[src/rtl/multicycle_ctrl_if.sv]
// Handshake/control bundle between multicycle_ctrl (master) and the IR/datapath/memories (slave).
// MULTICYCLE_CTRL_PERF_EN adds the instret and cycle_cnt counter outputs.
interface multicycle_ctrl_if;
    logic [31:0] inst;
    logic        br_taken;
    logic        if_ack;
    logic        dmem_ack;
    logic        if_req;
    logic        ir_we;
    logic [2:0]  sext_op;
    logic        alu_b_sel;
    logic        dmem_re;
    logic        dmem_we;
    logic        rf_we;
    logic [1:0]  wd_sel;
    logic        pc_we;
    logic [1:0]  pc_sel;
    logic        trap;
    logic [2:0]  state;
`ifdef MULTICYCLE_CTRL_PERF_EN
    logic [31:0] instret;
    logic [31:0] cycle_cnt;
`endif

    modport master (
        input  inst, br_taken, if_ack, dmem_ack,
        output if_req, ir_we, sext_op, alu_b_sel, dmem_re, dmem_we,
               rf_we, wd_sel, pc_we, pc_sel, trap, state
`ifdef MULTICYCLE_CTRL_PERF_EN
        , output instret, cycle_cnt
`endif
    );

    modport slave (
        output inst, br_taken, if_ack, dmem_ack,
        input  if_req, ir_we, sext_op, alu_b_sel, dmem_re, dmem_we,
               rf_we, wd_sel, pc_we, pc_sel, trap, state
`ifdef MULTICYCLE_CTRL_PERF_EN
        , input instret, cycle_cnt
`endif
    );
endinterface

[src/rtl/multicycle_ctrl.sv]
// Multi-cycle FETCH/DECODE/EXEC/MEM/WB control FSM with memory-ack timeout and sticky trap.
// Define MULTICYCLE_CTRL_PERF_EN to add the instret / cycle_cnt performance counters.
module multicycle_ctrl #(
    parameter int TIMEOUT = 15
) (
    input  logic              clk,
    input  logic              rst_n,
    multicycle_ctrl_if.master bus
);
    typedef enum logic [2:0] {
        FETCH = 3'd0, DECODE = 3'd1, EXEC = 3'd2, MEM = 3'd3, WB = 3'd4, TRAP = 3'd7
    } state_t;

    typedef enum logic [2:0] {
        CL_ALU = 3'd0, CL_LOAD = 3'd1, CL_STORE = 3'd2, CL_BRANCH = 3'd3,
        CL_LUI = 3'd4, CL_JAL = 3'd5, CL_JALR = 3'd6
    } class_t;

    localparam logic [7:0] TIMEOUT_CNT = 8'(TIMEOUT);

    state_t     state_reg;
    class_t     class_reg;
    logic [2:0] sext_reg;
    logic       b_sel_reg;
    logic [1:0] wd_sel_reg;
    logic [7:0] wait_cnt_reg;

    class_t     dec_class;
    logic       dec_legal;
    logic [2:0] dec_sext;
    logic       dec_b_sel;
    logic [1:0] dec_wd_sel;
    logic [2:0] funct3;
    logic [7:0] wait_cnt_inc;
    logic       timed_out;
    logic       unused_inst_bits;

    assign funct3           = bus.inst[14:12];
    assign unused_inst_bits = ^{bus.inst[31:15], bus.inst[11:7]};
    assign wait_cnt_inc     = wait_cnt_reg + 8'd1;
    // Only consulted when no ack arrived this cycle, so a same-cycle ack always wins.
    assign timed_out        = (wait_cnt_inc == TIMEOUT_CNT);

    always_comb begin
        dec_legal  = 1'b1;
        dec_class  = CL_ALU;
        dec_sext   = 3'b000;
        dec_b_sel  = 1'b0;
        dec_wd_sel = 2'b00;
        case (bus.inst[6:0])
            7'b0110011: ;
            7'b0010011: begin
                dec_sext  = (funct3 == 3'b001 || funct3 == 3'b101) ? 3'b001 : 3'b000;
                dec_b_sel = 1'b1;
            end
            7'b0000011: begin dec_class = CL_LOAD;   dec_b_sel = 1'b1; dec_wd_sel = 2'b01; end
            7'b0100011: begin dec_class = CL_STORE;  dec_sext = 3'b010; dec_b_sel = 1'b1; end
            7'b1100011: begin dec_class = CL_BRANCH; dec_sext = 3'b011; end
            7'b0110111: begin dec_class = CL_LUI;    dec_sext = 3'b100; dec_wd_sel = 2'b11; end
            7'b1101111: begin dec_class = CL_JAL;    dec_sext = 3'b101; dec_wd_sel = 2'b10; end
            7'b1100111: begin dec_class = CL_JALR;   dec_b_sel = 1'b1; dec_wd_sel = 2'b10; end
            default:    dec_legal = 1'b0;
        endcase
    end

    always_ff @(posedge clk or negedge rst_n) begin
        if (!rst_n) begin
            state_reg    <= FETCH;
            class_reg    <= CL_ALU;
            sext_reg     <= 3'b000;
            b_sel_reg    <= 1'b0;
            wd_sel_reg   <= 2'b00;
            wait_cnt_reg <= 8'd0;
        end else begin
            case (state_reg)
                FETCH: begin
                    if (bus.if_ack) begin
                        state_reg    <= DECODE;
                        wait_cnt_reg <= 8'd0;
                    end else if (timed_out) begin
                        state_reg    <= TRAP;
                        wait_cnt_reg <= 8'd0;
                    end else begin
                        wait_cnt_reg <= wait_cnt_inc;
                    end
                end
                DECODE: begin
                    if (dec_legal) begin
                        state_reg  <= EXEC;
                        class_reg  <= dec_class;
                        sext_reg   <= dec_sext;
                        b_sel_reg  <= dec_b_sel;
                        wd_sel_reg <= dec_wd_sel;
                    end else begin
                        state_reg <= TRAP;
                    end
                end
                EXEC: begin
                    if (class_reg == CL_BRANCH) begin
                        state_reg <= FETCH;
                    end else if (class_reg == CL_LOAD || class_reg == CL_STORE) begin
                        state_reg <= MEM;
                    end else begin
                        state_reg <= WB;
                    end
                end
                MEM: begin
                    if (bus.dmem_ack) begin
                        wait_cnt_reg <= 8'd0;
                        if (class_reg == CL_LOAD) begin
                            state_reg <= WB;
                        end else begin
                            state_reg <= FETCH;
                        end
                    end else if (timed_out) begin
                        state_reg    <= TRAP;
                        wait_cnt_reg <= 8'd0;
                    end else begin
                        wait_cnt_reg <= wait_cnt_inc;
                    end
                end
                WB:      state_reg <= FETCH;
                default: state_reg <= TRAP;
            endcase
        end
    end

    logic       if_req, ir_we, dmem_re, dmem_we, rf_we, pc_we, trap;
    logic [1:0] pc_sel;

    // Gating with rst_n makes every request drop the instant reset asserts.
    always_comb begin
        if_req  = 1'b0;
        ir_we   = 1'b0;
        dmem_re = 1'b0;
        dmem_we = 1'b0;
        rf_we   = 1'b0;
        pc_we   = 1'b0;
        pc_sel  = 2'b00;
        trap    = 1'b0;
        case (state_reg)
            FETCH: begin
                if_req = 1'b1;
                ir_we  = bus.if_ack;
            end
            EXEC: begin
                if (class_reg == CL_BRANCH) begin
                    pc_we  = 1'b1;
                    pc_sel = bus.br_taken ? 2'b01 : 2'b00;
                end
            end
            MEM: begin
                dmem_re = (class_reg == CL_LOAD);
                dmem_we = (class_reg == CL_STORE);
                pc_we   = (class_reg == CL_STORE) && bus.dmem_ack;
            end
            WB: begin
                rf_we = 1'b1;
                pc_we = 1'b1;
                if (class_reg == CL_JAL) begin
                    pc_sel = 2'b01;
                end else if (class_reg == CL_JALR) begin
                    pc_sel = 2'b10;
                end
            end
            TRAP:    trap = 1'b1;
            default: ;
        endcase
        if (!rst_n) begin
            if_req  = 1'b0;
            ir_we   = 1'b0;
            dmem_re = 1'b0;
            dmem_we = 1'b0;
            rf_we   = 1'b0;
            pc_we   = 1'b0;
            pc_sel  = 2'b00;
            trap    = 1'b0;
        end
    end

    assign bus.if_req    = if_req;
    assign bus.ir_we     = ir_we;
    assign bus.dmem_re   = dmem_re;
    assign bus.dmem_we   = dmem_we;
    assign bus.rf_we     = rf_we;
    assign bus.pc_we     = pc_we;
    assign bus.pc_sel    = pc_sel;
    assign bus.trap      = trap;
    assign bus.sext_op   = sext_reg;
    assign bus.alu_b_sel = b_sel_reg;
    assign bus.wd_sel    = wd_sel_reg;
    assign bus.state     = state_reg;

`ifdef MULTICYCLE_CTRL_PERF_EN
    logic [31:0] instret_reg;
    logic [31:0] cycle_cnt_reg;

    always_ff @(posedge clk or negedge rst_n) begin
        if (!rst_n) begin
            instret_reg   <= 32'd0;
            cycle_cnt_reg <= 32'd0;
        end else if (state_reg != TRAP) begin
            cycle_cnt_reg <= cycle_cnt_reg + 32'd1;
            if (pc_we) begin
                instret_reg <= instret_reg + 32'd1;
            end
        end
    end

    assign bus.instret   = instret_reg;
    assign bus.cycle_cnt = cycle_cnt_reg;
`endif
endmodule

[src/flat_wrapper.sv]
// flat-port wrapper written by rule: the top's interface ports become plain ports
module multicycle_ctrl_flat 
#(
    parameter int TIMEOUT = 15
)
  (clk, rst_n, bus_inst, bus_br_taken, bus_if_ack, bus_dmem_ack, bus_if_req, bus_ir_we, bus_sext_op, bus_alu_b_sel, bus_dmem_re, bus_dmem_we, bus_rf_we, bus_wd_sel, bus_pc_we, bus_pc_sel, bus_trap, bus_state);
  multicycle_ctrl_if bus_i ();
  input  logic clk;
  input  logic rst_n;
  input wire logic [$bits(bus_i.inst)-1:0] bus_inst;
  input wire logic [$bits(bus_i.br_taken)-1:0] bus_br_taken;
  input wire logic [$bits(bus_i.if_ack)-1:0] bus_if_ack;
  input wire logic [$bits(bus_i.dmem_ack)-1:0] bus_dmem_ack;
  output wire logic [$bits(bus_i.if_req)-1:0] bus_if_req;
  output wire logic [$bits(bus_i.ir_we)-1:0] bus_ir_we;
  output wire logic [$bits(bus_i.sext_op)-1:0] bus_sext_op;
  output wire logic [$bits(bus_i.alu_b_sel)-1:0] bus_alu_b_sel;
  output wire logic [$bits(bus_i.dmem_re)-1:0] bus_dmem_re;
  output wire logic [$bits(bus_i.dmem_we)-1:0] bus_dmem_we;
  output wire logic [$bits(bus_i.rf_we)-1:0] bus_rf_we;
  output wire logic [$bits(bus_i.wd_sel)-1:0] bus_wd_sel;
  output wire logic [$bits(bus_i.pc_we)-1:0] bus_pc_we;
  output wire logic [$bits(bus_i.pc_sel)-1:0] bus_pc_sel;
  output wire logic [$bits(bus_i.trap)-1:0] bus_trap;
  output wire logic [$bits(bus_i.state)-1:0] bus_state;
  assign bus_i.inst = bus_inst;
  assign bus_i.br_taken = bus_br_taken;
  assign bus_i.if_ack = bus_if_ack;
  assign bus_i.dmem_ack = bus_dmem_ack;
  assign bus_if_req = bus_i.if_req;
  assign bus_ir_we = bus_i.ir_we;
  assign bus_sext_op = bus_i.sext_op;
  assign bus_alu_b_sel = bus_i.alu_b_sel;
  assign bus_dmem_re = bus_i.dmem_re;
  assign bus_dmem_we = bus_i.dmem_we;
  assign bus_rf_we = bus_i.rf_we;
  assign bus_wd_sel = bus_i.wd_sel;
  assign bus_pc_we = bus_i.pc_we;
  assign bus_pc_sel = bus_i.pc_sel;
  assign bus_trap = bus_i.trap;
  assign bus_state = bus_i.state;
  multicycle_ctrl #(.TIMEOUT(TIMEOUT)) u_core (.clk(clk), .rst_n(rst_n), .bus(bus_i));
endmodule
[config.mk]
export PLATFORM = sky130hd
export DESIGN_NAME = multicycle_ctrl_flat
export DESIGN_NICKNAME = d
export VERILOG_FILES = /design/src/rtl/multicycle_ctrl_if.sv /design/src/rtl/multicycle_ctrl.sv /design/src/flat_wrapper.sv
export SDC_FILE = /design/constraint.sdc
export NUM_CORES = 1
export LEC_CHECK = 0
export ABC_CLOCK_PERIOD_IN_PS = 2550
export BUFFER_PORTS_ARGS = -buffer_cell sky130_fd_sc_hd__buf_2
export CAP_MARGIN = 25
export CORE_ASPECT_RATIO = 0.6
export CORE_MARGIN = 4
export CORE_UTILIZATION = 40
export DETAILED_ROUTE_END_ITERATION = 16
export GPL_TIMING_DRIVEN = 1
export HOLD_SLACK_MARGIN = 0.05
export PLACE_DENSITY_LB_ADDON = 0.15
export SETUP_SLACK_MARGIN = 0.3
export SYNTH_ARGS = -nofsm -noshare
export SYNTH_HDL_FRONTEND = slang
export SYNTH_SLANG_ARGS = --single-unit
[constraint.sdc]
create_clock -name clk -period 2.55 [get_ports clk]
set_input_delay 0.255 -clock clk [delete_from_list [all_inputs] [get_ports clk]]
set_output_delay 0.255 -clock clk [all_outputs]
set_load 0.02 [all_outputs]
==> flow_summary_export.csv, run 1 <==
group,metric,value,unit
die,placementRows,16,
worst_setup_path,end_kind,"output port",
status,outcome,"complete, no violations",
timing,rsz0062_at_grt,"no",
worst_setup_path,worstReg2RegEnd,"u_core.wait_cnt_reg[0]",
cells_and_area,areaGrowthSynthToFinish,13.59,%
timing,drv_slew,0,
synth,synth_area_leaders,"dfrtp_1 (34%), nand2_1 (4.6%), buf_6 (3.8%), mux2_2 (3.8%), nor2_1 (2.8%)",
clocking,path_clk_slew,0.07,ns
synth,syn_nets,202,
timing,relSlewSlack,69.44,%
worst_setup_path,r2r_cells,5,
place,post-place-ws,0.7322,ns
power_and_ir_drop,total_power,0.001139,W
worst_setup_path,critPathMaxStageDelay,0.53,ns
timing,min_period_over_period,76.66,%
routing,detail-route-antenna-nets,0,
worst_setup_path,worst-setup-path-type,"register to output port",
power_and_ir_drop,p_leak,0.7805,nW
worst_setup_path,crit_slowest_cell,"dfrtp_1",
grt,grt_overflow,0,
die,floorplan.initialDensity,43.27,%
power_and_ir_drop,switching_share,41.58,%
clocking,cts-resized-gates,0,
worst_setup_path,cp.arrival,1.70,ns
grt,grt_pass1_wl,5961,microns
flow_run,max_cap_viol_count,0,
synth,syn_area,1464,sq um
synth,seq_area_frac_synth,34.19,%
hold_path,hp-class,"input port to async pin",
routing,routed_wl,3424,microns
clocking,cts_buffers,3,
worst_setup_path,crit_start,"u_core.bus.state[1]",
synth,yosys_warnings,0,
power_and_ir_drop,p_int,0.0006654,W
routing,via_per_inst,5.577,
timing,period_minus_slack,1.955,ns
power_and_ir_drop,sequentialPowerShare,42.7,%
cells_and_area,largest_reg_flops,8,
timing,fin_skew,0.002536,ns
cells_and_area,drive_above_1_share,26.46,%
die,core_area,3383,sq um
timing,worst_pin_slew,0.4584,ns
synth,ys.flop_type,"dfrtp_1",
cells_and_area,final_cell_mix,"buf_2 (31), dfrtp_1 (20), nand2_1 (18)",
clocking,clkLatencyLatePin,0.26,ns
synth,synth_seq_cells,20,
worst_setup_path,cp_max_fo,10,
cells_and_area,diodes,0,
grt,antenna_found_initial,0,
power_and_ir_drop,p_per_area,684.9,nW/um^2
routing,drt_iter0_drc,100,
worst_setup_path,reg2reg_from,"u_core.wait_cnt_reg[0]",
die,ios,55,
synth,synth_edf_count,0,
worst_setup_path,path_delay_family,"simple AND/OR/NAND/NOR gates",
timing,hold_viol_final,0,
clocking,cts_root_buf,"clkbuf_8",
synth,synth_top_area_share,34.19,%
clocking,cts_sinks,20,
grt,grtUsageTotal,16.16,%
place,place.gp.congestion,0.7873,
routing,routedWlPerCell,14.63,microns
routing,drc,0,
worst_setup_path,required,2.30,ns
synth,syn_avg_cell_area,8.981,sq um
place,hpwl,2606,microns
worst_setup_path,r2r_slack,0.68,ns
die,die-area,4723,sq um
worst_setup_path,cp-start-kind,"register",
synth,synthCells,163,
power_and_ir_drop,ir_drop,0.3244,mV
grt,grt_max_degree,21,
timing,tns,0,ns
cells_and_area,utilization,49.15,%
worst_setup_path,crit_chain,"nor2b_1 > nand2_1 > o31ai_1 > and2_1 > buf_2",
timing,setup_slack,0.5952,ns
power_and_ir_drop,power.switching,0.0004736,W
power_and_ir_drop,combPwrFrac,36.3,%
grt,first_global_vias,1201,
synth,ys_async_sr_fraction,100.0,%
clocking,cts_tree,"built",
power_and_ir_drop,pwr-share-clk,21.0,%
clocking,cts_htree_levels,1,
routing,vias,1305,
synth,synth.distinct_cells,55,
die,die_x,86.10,microns
die,die_h,54.86,microns
timing,max_clock_freq,0.5116,GHz
clocking,cts_buffer_depth,2,
place,portBuffers,31,
synth,yosys.area.top_type,"dfrtp_1",
worst_setup_path,cp_num_buf_inv,1,
cells_and_area,layout.cells.most_common,"buf_2",
cells_and_area,nets,229,
timing,setup_viol,0,
routing,first_pass_iters,4,
## timing repair
action,CTS,global route
hold buffers,1,0
buffers inserted,0,0
hold endpoints to repair,2,0
## metrics by stage
stage,std cells,hold WS (ns),instance area [sq um]
floorplan,163,-0.04059,1464
global placement,229,0.07604,1598
detailed placement,229,0.08056,1598
CTS,234,0.3358,1663
global route,234,0.3503,1663
finish,234,0.3453,1663
## cells in the mapped netlist (all sizes together), types with 4 or more instances
master,n
a21oi,9
inv,5
mux2,6
buf,9
nor3,4
dfrtp,20
o21ai,7
nor2b,4
nand3,8
nor2,11
nand2,18
## power by group through the flow
stage	logic, W	clock network [W]	registers [W]
finish	0.000414	0.000239	0.000486
CTS	0.000416	0.000250	0.000484
global placement	0.000402	0	0.000488
global route	0.000466	0.000265	0.000501
detailed placement	0.000411	0	0.000490
floorplan	0.000368	0	0.000454
## cell families (layout without fill, tap and decap cells)
group           Yosys count  after routing  share of synthesized area, %
compound gates           41             41                         19.83
xor+xnor                  6              6                         4.103
fa+ha+maj                 2              2                         1.709
buf+inv                  17             43                         7.606
flops                    20             20                         34.19
mux                       8              8                         5.983
simple gates             69             69                         26.58
## metal layers
| layer | track usage (%) | part of all wire (%) | up-vias |
|---|---|---|---|
| met2 | 24.17 | 43 | 37 |
| met4 | 3.684 | 0.53 | 0 |
| met5 | 0 | 0 | - |
| met3 | 4.361 | 7.2 | 4 |
| met1 | 23.17 | 50 | 618 |
| li1 | - | - | 646 |
## how the worst max path moves through the flow
stage,to,depth (start not counted)
6_report,bus_pc_we,5
5_1_grt,bus_pc_we,5
4_1_cts,bus_pc_we,5
3_5_place_dp,u_core.wait_cnt_reg[1],5
3_3_place_gp,u_core.wait_cnt_reg[1],5
2_1_floorplan,bus_pc_sel[1],3
## final cells by class
cell class,count,area [sq um]
Multi-Input combinational cell,126,852.1
Sequential cell,20,500.5
Tap cell,45,56.30
Inverter,5,18.77
Clock buffer,4,55.05
Fill cell,330,1720
Timing Repair Buffer,34,180.2
No activity file was read; power rests on OpenSTA's default activity.
==> run 2, diff against run 1 <==
ABC_CLOCK_PERIOD_IN_PS = 1600   (was 2550)
clock period = 1.6 ns   (was 2.55 ns; I/O delays follow)
==> run 2 against run 1 <==
The run now ends with setup timing left. Core utilization is 18 points higher. Sequential cell count stayed put. First-iteration DRC count is 20% higher. Global-route usage is 4.0 points higher. Sequential share of layout area is 7.9 points lower. Combinational power grew to 3.4 times the previous value. Highest routed layer is now met3. Largest power group is now combinational logic. Clock power is 110% higher. Clock-buffer cell count is 1 lower. Clock skew is 0.0019 ns higher.
==> flow_summary_export.csv, run 2 (synthesis gave the netlist of run 1 again) <==
group,metric,value,unit
status,outcome,"complete, but fails checks",
status,violations,"setup timing",
timing,hold_viol_final,0,
worst_setup_path,cp-start-kind,"register",
cells_and_area,layout.cells.most_common,"buf_4",
timing,max_clock_freq,0.6005,GHz
timing,setup_viol,7,
clocking,cts_htree_levels,1,
timing,relSlewSlack,45.64,%
cells_and_area,finalNonFillerCells,273,
timing,fin_skew,0.004477,ns
grt,grt_max_degree,19,
die,placementRows,16,
cells_and_area,nets,268,
worst_setup_path,crit_slowest_cell,"dfrtp_2",
clocking,clkLatencyLatePin,0.26,ns
grt,grtUsageTotal,20.13,%
timing,tns,-0.1735,ns
place,place_area,1754,sq um
cells_and_area,drive_above_1_share,52.19,%
clocking,cts_sinks,20,
timing,drv_slew,0,
timing,worst_pin_slew,0.8155,ns
cells_and_area,design_area,2278,sq um
die,die_x,86.10,microns
worst_setup_path,cp_max_fo,5,
clocking,cts_buffers,3,
cells_and_area,largest_reg_flops,8,
worst_setup_path,crit_chain,"nor2b_4 > nand2_2 > o31ai_2 > and2_4 > buf_6",
power_and_ir_drop,ir_drop,0.6139,mV
place,hpwl,2908,microns
worst_setup_path,critPathMaxStageDelay,0.44,ns
die,die-area,4723,sq um
routing,via_per_inst,5.575,
routing,vias,1522,
power_and_ir_drop,p_per_area,1170,nW/um^2
routing,drc,0,
hold_path,hp-class,"input port to register",
cells_and_area,areaGrowthSynthToFinish,55.64,%
flow_run,max_cap_viol_count,0,
routing,routedWlPerCell,16.53,microns
routing,routed_wl,4514,microns
clocking,cts_buffer_depth,2,
timing,rsz0062_at_grt,"yes",
die,ios,55,
cells_and_area,diodes,0,
cells_and_area,final_cell_mix,"buf_4 (31), buf_2 (21), buf_6 (18)",
grt,antenna_found_initial,0,
clocking,path_clk_slew,0.08,ns
grt,grt_pass1_wl,7286,microns
power_and_ir_drop,total_power,0.002667,W
worst_setup_path,cp.arrival,1.51,ns
worst_setup_path,end_kind,"output port",
place,dp.cells,240,
routing,detail-route-antenna-nets,0,
worst_setup_path,required,1.44,ns
routing,drt_iter0_drc,120,
worst_setup_path,worst-setup-path-type,"register to output port",
timing,min_period_over_period,104.1,%
clocking,cts_root_buf,"clkbuf_8",
timing,period_minus_slack,1.665,ns
clocking,cts_tree,"built",
die,floorplan.initialDensity,43.27,%
timing,setup_slack,-0.06540,ns
die,core_area,3383,sq um
routing,first_pass_iters,4,
grt,grt_overflow,0,
place,portBuffers,31,
grt,first_global_vias,1505,
worst_setup_path,path_delay_family,"simple AND/OR/NAND/NOR gates",
cells_and_area,utilization,67.34,%
power_and_ir_drop,p_leak,1.050,nW
worst_setup_path,cp_num_buf_inv,1,
place,place.gp.congestion,0.8149,
die,die_h,54.86,microns
[run 2: changes by cell type in the layout (fill, tap and decap cells not counted), sizes merged]
cell	before	now
dlymetal6s4s	0	1
bufinv	0	1
clkbuf	4	3
buf	33	71
[run 2: final timing paths]
path                                         from                      to  slack, ns  cells past startpoint
max                           u_core.bus.state[1]               bus_pc_we      -0.07                      5
min                                    bus_if_ack     u_core.bus.state[0]       0.27                      3
max reg2reg                   u_core.bus.state[1]  u_core.wait_cnt_reg[2]      -0.03                      6
min reg2reg                u_core.wait_cnt_reg[7]  u_core.wait_cnt_reg[7]       0.48                      1
max in group asynchronous                   rst_n     u_core.bus.state[2]       0.67                      3
min in group asynchronous                   rst_n     u_core.class_reg[0]       0.34                      2
[run 2: area by class of cell]
type	count	area, sq um
Clock inverter	1	30.03
Inverter	5	21.27
Timing Repair Buffer	73	583.1
Clock buffer	3	41.29
Fill cell	254	1105
Tap cell	45	56.30
Multi-Input combinational cell	126	1040
Sequential cell	20	506.7
[run 2: what timing repair did]
action	in CTS	in global routing
endpoints found under the hold margin	20	0
hold buffers	2	0
endpoints found under the setup margin	30	48
pin swaps	14	16
setup buffers	22	4
gates cloned	0	1
resized for setup	50	18
[run 2: routing by layer]
layer	GRT usage [%]	up-vias	wire [microns]
met2	34.02	40	2133
met3	3.759	0	234
met4	3.421	0	0
met5	0	-	0
li1	-	732	-
met1	27.52	750	2145
[run 2: worst register-to-register path: stages (launching register included)]
cell,delay (ns)
dfrtp_2,0.46
buf_6,0.13
or3_4,0.37
a21oi_4,0.20
buf_4,0.16
o21ai_4,0.07
o211ai_1,0.17
[run 2: power breakdown]
group	total [W]	internal (W)	switching (W)
clock	0.000513	0.000334	0.000179
sequential	0.000745	0.000601	0.000145
combinational	0.00141	0.000700	0.000709
[run 2: metrics by stage]
stage / hold WS (ns) / worst slack (ns)
floorplan: -0.1356 / 0.1006
global placement: -0.01391 / 0.002238
detailed placement: -0.01117 / -0.05152
CTS: 0.2713 / -0.002407
global route: 0.2786 / -0.1195
finish: 0.2708 / -0.06540
